<file path="config.mk">
export PLATFORM = sky130hd
export DESIGN_NAME = decode_issue_flat
export DESIGN_NICKNAME = d
export VERILOG_FILES = /design/src/rtl/decode_issue_if.sv /design/src/rtl/decode_issue.sv /design/src/flat_wrapper.sv
export SDC_FILE = /design/constraint.sdc
export NUM_CORES = 1
export LEC_CHECK = 0
export BUFFER_PORTS_ARGS = -buffer_cell sky130_fd_sc_hd__buf_2
export CAP_MARGIN = 10
export CORE_ASPECT_RATIO = 1.2
export CORE_MARGIN = 3
export CORE_UTILIZATION = 57
export CTS_CLUSTER_SIZE = 40
export DETAILED_ROUTE_END_ITERATION = 8
export PLACE_DENSITY_LB_ADDON = 0.12
export SLEW_MARGIN = 40
export SYNTH_ARGS = -nofsm -noshare
export SYNTH_HDL_FRONTEND = slang
export SYNTH_SLANG_ARGS = --single-unit
</file>
<file path="constraint.sdc">
create_clock -name clk -period 3.5 [get_ports clk]
set_input_delay 0.175 -clock clk [delete_from_list [all_inputs] [get_ports clk]]
set_output_delay 0.175 -clock clk [all_outputs]
set_load 0.05 [all_outputs]
</file>
<file path="src/rtl/decode_issue_if.sv">
// Handshake bundle for decode_issue: IF/ID input, issue register output,
// writeback retire port, flush and the stall counter.
`timescale 1ns/1ps
interface decode_issue_if #(
  parameter int PC_W   = 16,
  parameter int PERF_W = 16
);
  logic              in_valid;
  logic              in_ready;
  logic [15:0]       in_intr;
  logic [PC_W-1:0]   in_pc;
  logic              in_brpredict;
  logic              out_valid;
  logic              out_ready;
  logic [15:0]       out_intr;
  logic [PC_W-1:0]   out_pc;
  logic              out_brpredict;
  logic [3:0]        out_sr1;
  logic [3:0]        out_sr2;
  logic [3:0]        out_dest;
  logic              out_is_load;
  logic              wb_valid;
  logic [2:0]        wb_dest;
  logic              wb_is_load;
  logic              flush;
  logic [PERF_W-1:0] stall_cnt;

  modport master (
    output in_valid, in_intr, in_pc, in_brpredict, out_ready,
           wb_valid, wb_dest, wb_is_load, flush,
    input  in_ready, out_valid, out_intr, out_pc, out_brpredict,
           out_sr1, out_sr2, out_dest, out_is_load, stall_cnt
  );
  modport slave (
    input  in_valid, in_intr, in_pc, in_brpredict, out_ready,
           wb_valid, wb_dest, wb_is_load, flush,
    output in_ready, out_valid, out_intr, out_pc, out_brpredict,
           out_sr1, out_sr2, out_dest, out_is_load, stall_cnt
  );
endinterface

</file>
<file path="src/rtl/decode_issue.sv">
// LC-3b decode/issue stage with per-register outstanding-write scoreboard.
// Define DECODE_FWD_EN when execute forwards ALU results (only load-use stalls).
`timescale 1ns/1ps
module decode_issue_ctr #(
  parameter int CNT_W = 2
) (
  input  logic             clk,
  input  logic             rst_n,
  input  logic             inc_i,
  input  logic             dec_i,
  output logic [CNT_W-1:0] cnt_o
);
  logic [CNT_W-1:0] cnt_q, cnt_d;

  // Simultaneous inc/dec cancel; illegal over/underflow holds the count.
  always_comb begin
    cnt_d = cnt_q;
    if (inc_i && !dec_i && cnt_q != '1)      cnt_d = cnt_q + 1'b1;
    else if (dec_i && !inc_i && cnt_q != '0) cnt_d = cnt_q - 1'b1;
  end

  always_ff @(posedge clk or negedge rst_n)
    if (!rst_n) cnt_q <= '0;
    else        cnt_q <= cnt_d;

  assign cnt_o = cnt_q;

  a_no_underflow: assert property (@(posedge clk) disable iff (!rst_n)
    !(dec_i && !inc_i && cnt_q == '0));
  a_no_overflow: assert property (@(posedge clk) disable iff (!rst_n)
    !(inc_i && !dec_i && cnt_q == '1));
endmodule

module decode_issue #(
  parameter int PC_W   = 16,
  parameter int CNT_W  = 2,
  parameter int PERF_W = 16
) (
  input  logic          clk,
  input  logic          rst_n,
  decode_issue_if.slave bus
);
  localparam logic [3:0]       NONE    = 4'b1000;
  localparam logic [CNT_W-1:0] CMAX    = '1;
  localparam logic [CNT_W-1:0] CMAX_M1 = CMAX - 1'b1;

  typedef struct packed {
    logic [15:0]     intr;
    logic [PC_W-1:0] pc;
    logic            bp;
    logic [3:0]      sr1;
    logic [3:0]      sr2;
    logic [3:0]      dest;
    logic            is_load;
  } iss_t;

  localparam iss_t OUT_RST = '{intr: '0, pc: '0, bp: 1'b0, sr1: NONE,
                               sr2: NONE, dest: NONE, is_load: 1'b0};

  iss_t                   id, out_q, out_d;
  logic                   out_valid_q, out_valid_d;
  logic [PERF_W-1:0]      stall_q, stall_d;
  logic [7:0][CNT_W-1:0]  pend, ldp;
  logic [7:0]             inc, dec, inc_ld, dec_ld;
  logic [3:0]             op;
  logic                   h1, h2, hd, hazard, accept, fire;

  always_comb begin
    op         = bus.in_intr[15:12];
    id         = OUT_RST;
    id.intr    = bus.in_intr;
    id.pc      = bus.in_pc;
    id.bp      = bus.in_brpredict;
    case (op)
      4'b0001, 4'b0101: begin                 // ADD, AND
        id.sr1  = {1'b0, bus.in_intr[8:6]};
        id.dest = {1'b0, bus.in_intr[11:9]};
        if (!bus.in_intr[5]) id.sr2 = {1'b0, bus.in_intr[2:0]};
      end
      4'b1001, 4'b1101: begin                 // NOT, SHF
        id.sr1  = {1'b0, bus.in_intr[8:6]};
        id.dest = {1'b0, bus.in_intr[11:9]};
      end
      4'b0010, 4'b0110, 4'b1010: begin        // LDB, LDR, LDI
        id.sr1     = {1'b0, bus.in_intr[8:6]};
        id.dest    = {1'b0, bus.in_intr[11:9]};
        id.is_load = 1'b1;
      end
      4'b0011, 4'b0111, 4'b1011: begin        // STB, STR, STI
        id.sr1 = {1'b0, bus.in_intr[8:6]};
        id.sr2 = {1'b0, bus.in_intr[11:9]};
      end
      4'b1100: id.sr1 = {1'b0, bus.in_intr[8:6]};
      4'b0100: begin                          // JSR / JSRR
        id.dest = 4'd7;
        if (!bus.in_intr[11]) id.sr1 = {1'b0, bus.in_intr[8:6]};
      end
      4'b1110: id.dest = {1'b0, bus.in_intr[11:9]};
      4'b1111: id.dest = 4'd7;
      default: ;
    endcase
  end

  always_comb begin
`ifdef DECODE_FWD_EN
    h1 = !id.sr1[3] && (ldp[id.sr1[2:0]] != '0 ||
         (out_valid_q && out_q.is_load && out_q.dest == id.sr1));
    h2 = !id.sr2[3] && (ldp[id.sr2[2:0]] != '0 ||
         (out_valid_q && out_q.is_load && out_q.dest == id.sr2));
`else
    h1 = !id.sr1[3] && (pend[id.sr1[2:0]] != '0 ||
         (out_valid_q && out_q.dest == id.sr1));
    h2 = !id.sr2[3] && (pend[id.sr2[2:0]] != '0 ||
         (out_valid_q && out_q.dest == id.sr2));
`endif
    // Count the writer still sitting in the issue register, otherwise its
    // fire could land on an already saturated counter.
    hd = !id.dest[3] && (pend[id.dest[2:0]] == CMAX ||
         (pend[id.dest[2:0]] == CMAX_M1 && out_valid_q && out_q.dest == id.dest));
    hazard = h1 || h2 || hd;
  end

  assign bus.in_ready = !bus.flush && !hazard && (!out_valid_q || bus.out_ready);
  assign accept       = bus.in_valid && bus.in_ready;
  assign fire         = out_valid_q && bus.out_ready && !bus.flush;

  always_comb begin
    out_d       = out_q;
    out_valid_d = out_valid_q;
    stall_d     = stall_q;
    if (fire || bus.flush) out_valid_d = 1'b0;
    if (accept) begin
      out_d       = id;
      out_valid_d = 1'b1;
    end
    if (bus.in_valid && hazard && !bus.flush && stall_q != '1)
      stall_d = stall_q + 1'b1;
  end

  always_ff @(posedge clk or negedge rst_n)
    if (!rst_n) begin
      out_valid_q <= 1'b0;
      out_q       <= OUT_RST;
      stall_q     <= '0;
    end else begin
      out_valid_q <= out_valid_d;
      out_q       <= out_d;
      stall_q     <= stall_d;
    end

  for (genvar r = 0; r < 8; r++) begin : g_reg
    assign inc[r]    = fire && !out_q.dest[3] && out_q.dest[2:0] == 3'(r);
    assign inc_ld[r] = inc[r] && out_q.is_load;
    assign dec[r]    = bus.wb_valid && bus.wb_dest == 3'(r);
    assign dec_ld[r] = dec[r] && bus.wb_is_load;

    decode_issue_ctr #(.CNT_W(CNT_W)) u_pend (
      .clk(clk), .rst_n(rst_n), .inc_i(inc[r]), .dec_i(dec[r]), .cnt_o(pend[r]));
    decode_issue_ctr #(.CNT_W(CNT_W)) u_ldp (
      .clk(clk), .rst_n(rst_n), .inc_i(inc_ld[r]), .dec_i(dec_ld[r]), .cnt_o(ldp[r]));

    a_ldp_le_pend: assert property (@(posedge clk) disable iff (!rst_n) ldp[r] <= pend[r]);
  end

  assign bus.out_valid     = out_valid_q;
  assign bus.out_intr      = out_q.intr;
  assign bus.out_pc        = out_q.pc;
  assign bus.out_brpredict = out_q.bp;
  assign bus.out_sr1       = out_q.sr1;
  assign bus.out_sr2       = out_q.sr2;
  assign bus.out_dest      = out_q.dest;
  assign bus.out_is_load   = out_q.is_load;
  assign bus.stall_cnt     = stall_q;
endmodule

</file>
<file path="src/flat_wrapper.sv">
// flat-port wrapper written by rule: the top's interface ports become plain ports
module decode_issue_flat 
#(
  parameter int PC_W   = 16,
  parameter int CNT_W  = 2,
  parameter int PERF_W = 16
)
  (clk, rst_n, bus_in_valid, bus_in_intr, bus_in_pc, bus_in_brpredict, bus_out_ready, bus_wb_valid, bus_wb_dest, bus_wb_is_load, bus_flush, bus_in_ready, bus_out_valid, bus_out_intr, bus_out_pc, bus_out_brpredict, bus_out_sr1, bus_out_sr2, bus_out_dest, bus_out_is_load, bus_stall_cnt);
  decode_issue_if #(.PC_W(PC_W), .PERF_W(PERF_W)) bus_i ();
  input  logic clk;
  input  logic rst_n;
  input wire logic [$bits(bus_i.in_valid)-1:0] bus_in_valid;
  input wire logic [$bits(bus_i.in_intr)-1:0] bus_in_intr;
  input wire logic [$bits(bus_i.in_pc)-1:0] bus_in_pc;
  input wire logic [$bits(bus_i.in_brpredict)-1:0] bus_in_brpredict;
  input wire logic [$bits(bus_i.out_ready)-1:0] bus_out_ready;
  input wire logic [$bits(bus_i.wb_valid)-1:0] bus_wb_valid;
  input wire logic [$bits(bus_i.wb_dest)-1:0] bus_wb_dest;
  input wire logic [$bits(bus_i.wb_is_load)-1:0] bus_wb_is_load;
  input wire logic [$bits(bus_i.flush)-1:0] bus_flush;
  output wire logic [$bits(bus_i.in_ready)-1:0] bus_in_ready;
  output wire logic [$bits(bus_i.out_valid)-1:0] bus_out_valid;
  output wire logic [$bits(bus_i.out_intr)-1:0] bus_out_intr;
  output wire logic [$bits(bus_i.out_pc)-1:0] bus_out_pc;
  output wire logic [$bits(bus_i.out_brpredict)-1:0] bus_out_brpredict;
  output wire logic [$bits(bus_i.out_sr1)-1:0] bus_out_sr1;
  output wire logic [$bits(bus_i.out_sr2)-1:0] bus_out_sr2;
  output wire logic [$bits(bus_i.out_dest)-1:0] bus_out_dest;
  output wire logic [$bits(bus_i.out_is_load)-1:0] bus_out_is_load;
  output wire logic [$bits(bus_i.stall_cnt)-1:0] bus_stall_cnt;
  assign bus_i.in_valid = bus_in_valid;
  assign bus_i.in_intr = bus_in_intr;
  assign bus_i.in_pc = bus_in_pc;
  assign bus_i.in_brpredict = bus_in_brpredict;
  assign bus_i.out_ready = bus_out_ready;
  assign bus_i.wb_valid = bus_wb_valid;
  assign bus_i.wb_dest = bus_wb_dest;
  assign bus_i.wb_is_load = bus_wb_is_load;
  assign bus_i.flush = bus_flush;
  assign bus_in_ready = bus_i.in_ready;
  assign bus_out_valid = bus_i.out_valid;
  assign bus_out_intr = bus_i.out_intr;
  assign bus_out_pc = bus_i.out_pc;
  assign bus_out_brpredict = bus_i.out_brpredict;
  assign bus_out_sr1 = bus_i.out_sr1;
  assign bus_out_sr2 = bus_i.out_sr2;
  assign bus_out_dest = bus_i.out_dest;
  assign bus_out_is_load = bus_i.out_is_load;
  assign bus_stall_cnt = bus_i.stall_cnt;
  decode_issue #(.PC_W(PC_W), .CNT_W(CNT_W), .PERF_W(PERF_W)) u_core (.clk(clk), .rst_n(rst_n), .bus(bus_i));
endmodule
</file>
==> results.yml <==
yosys:
  synth-edff-count: 0
  synthArstFlopShare_pct: 100.0
  ys_seq_area_share_pct: 45.35
  ys_ff_latch: 79
  yosys.area.top_type: "dfrtp_1"
  syn_area_per_cell_um2: 10.60
  synthCells: 412
  yosys_warnings: 0
  synth_top_area_share_pct: 43.54
  synth.area.top_cells: "dfrtp_1 (44%), mux2_4 (7.6%), mux2_2 (4.6%)"
  synth_area_mm2: 0.004368
  synthFlopType: "dfrtp_1"
  synthesis.nets: 456
  yosysUniqueCellTypes: 52
layout:
  final_common_cell: "buf_2"
  syn2layout_area_growth_pct: 18.22
  drive_gt1_share_pct: 33.65
  multiInputGateArea_mm2: 0.002213
  layout_common_cells: "buf_2 (104), dfrtp_1 (76), nor2_1 (36), nand2_1 (32), o21ai_0 (29)"
  fin_nets: 562
  regArea_mm2: 0.001981
  antenna_cells: 0
  filler_cell_count: 570
  finalInstanceArea_mm2: 0.005164
  fin_cells: 613
setup_path:
  critPathLaunchType: "input pin"
  slowest_stage: "or3b_1"
  reg2reg_depth: 9
  critical-path-top-delay-family: "compound AO/OA/AOI/OAI gates"
  r2r_slack_ns: 0.87
  worstPathRequired_ns: 3.32
  crit_fanout: 17
  worst_ep_arrival_time_ns: 2.91
  regToRegEndpoint: "u_core.bus.out_intr[1]"
  endpoint_kind: "primary output"
  slowest_delay_ns: 0.51
  r2r-start: "u_core.g_reg[2].u_pend.cnt_o[0]"
  worstSetupPathType: "in2out"
  path_cells: "buf_2 -> or3b_1 -> a32oi_4 -> mux2i_1 -> a2111oi_0 -> a211oi_1 -> a211o_1 -> buf_4 -> nor3_2 -> buf_2"
  path_buf_inv: 3
  crit_top_cell: "buf_2"
detailed_routing:
  drt_iter0_markers: 172
  detail_route.wl_per_cell_um: 16.58
  num_vias: 3476
  drt_wl_total_um: 10160
  drc: 0
  antenna_left: 0
  first_pass_iters: 4
  viasPerCell: 5.670
global_routing:
  grt_pass1_wl_um: 16840
  grt_antenna_before_repair: 0
  grt_overflow_total: 0
  grt_usage_pct: 24.48
  grt_pass1_vias: 3417
  grt_max_degree: 80
worst_hold_path:
  hold_path.class: "in2reg"
  min_path_cells: 2
  hold_start: "bus_in_pc[9]"
  hold_end: "u_core.bus.out_pc[9]"
status:
  status: "finished, final reports clean"
clocking:
  cts.sinks: 79
  clk_path_buf_depth: 2
  root_buffer: "clkbuf_8"
  cts_setup_buffers: 0
  htreeDepth: 3
  cts_tree: "done"
  postCtsHoldBufs: 1
  cts_resized: 0
  clk_pin_slew_ns: 0.08
  cts_inserted_buffers: 9
  clock_latency_ns: 0.36
sta:
  final-hold-violation-count: 0
  min_period_ns: 3.085
  worst_slack_ns: 0.4150
  rsz0062_at_grt: "false"
  tns_ns: 0
  finalMaxSlewViolations: 0
  min_period_over_period_pct: 88.14
  clock.fmax_ghz: 0.3242
  worst_pin_slew_ns: 0.8384
  skew_ns: 0.01308
  relSlewSlack_pct: 44.11
  setup_viol: 0
floorplanning:
  die_w_um: 85.91
  design.portCount: 107
  start_util_pct: 59.35
  dieArea_mm2: 0.008754
  core-area_mm2: 0.007360
  dieHeight_um: 101.9
  rows: 34
place:
  dpl_cell_area_mm2: 0.004927
  pre_cts_slack_ns: 0.2272
  io_buffers: 105
  gp_congestion: 0.8645
  hpwl_um: 7543
  placed_cells: 596
job:
  cap_violations: 0
power:
  total_power_mw: 4.031
  power_density_mw_per_mm2: 780.7
  leakagePower_nw: 2.339
  peakVddDrop_v: 0.0006179
## layout make-up
cell class	instances	area share [%]
inverters	14	1.018
well taps	90	2.181
multi-input cells	304	42.86
repair buffers	110	11.32
clock inverters	6	1.793
clock buffers	10	2.472
flip-flops and latches	79	38.36
## flip-flops by register name, summed over array words and instances, names as in the netlist
signal and count:
u_core.bus.out_brpredict 1, u_core.bus.out_dest 4, u_core.bus.out_intr 16, u_core.bus.out_is_load 1
u_core.bus.out_pc 16, u_core.bus.out_sr1 4, u_core.bus.out_sr2 4, u_core.bus.out_valid 1
u_core.bus.stall_cnt 16, u_core.g.u_pend.cnt_o 16
## kinds of logic after synthesis
| family | after synthesis | share of synthesized area, % |
|---|---|---|
| AND/OR/NAND/NOR | 145 | 16.73 |
| adder cells (fa/ha/maj) | 1 | 0.2864 |
| AO/OA/AOI/OAI | 73 | 11.06 |
| XOR/XNOR | 27 | 5.414 |
| multiplexers | 58 | 16.93 |
| flip-flops | 79 | 45.35 |
| buffers and inverters | 29 | 4.240 |
## through the flow
step / hold WS [ns] / util [%]
after floorplan: -0.1206 / -
after global placement: 0.3847 / 66.90
after detailed placement: 0.2568 / 66.95
after CTS: 0.03057 / 70.08
after global routing: 0.03167 / 70.16
final: 0.03897 / 70.16
## worst max-delay path by stage
stage	slack [ns]	startpoint	to	cells past startpoint
2_1_floorplan	0.38	bus_in_intr[15]	bus_in_ready	11
3_3_place_gp	0.25	bus_in_intr[13]	u_core.bus.out_intr[5]	10
3_5_place_dp	0.23	bus_in_intr[13]	u_core.bus.out_intr[1]	10
4_1_cts	0.46	bus_in_intr[13]	bus_in_ready	10
5_1_grt	0.27	bus_in_intr[12]	bus_in_ready	10
6_report	0.42	bus_in_intr[13]	bus_in_ready	10
## where the power goes
part	total (mW)	switching (mW)	leakage [nW]	internal, mW
clock network	0.760	0.353	0.104	0.407
logic	1.88	1.30	1.24	0.580
registers	1.39	0.212	0.994	1.18
## Yosys cell counts, drive strengths merged (11+ instances only)
cell type / count
dfrtp: 76
xnor2: 22
nand3: 16
nand4: 14
nor2: 36
o21ai: 29
mux2: 41
nand2b: 11
mux2i: 15
a21oi: 17
inv: 14
nand2: 32
## metal layers
| layer | GRT usage, % | share of wire (%) |
|---|---|---|
| met5 | 0 | 0 |
| met4 | 6.699 | 0.75 |
| met3 | 4.919 | 5.0 |
| met2 | 42.61 | 53 |
| met1 | 31.14 | 41 |
Power figures use the tool's default switching activity.
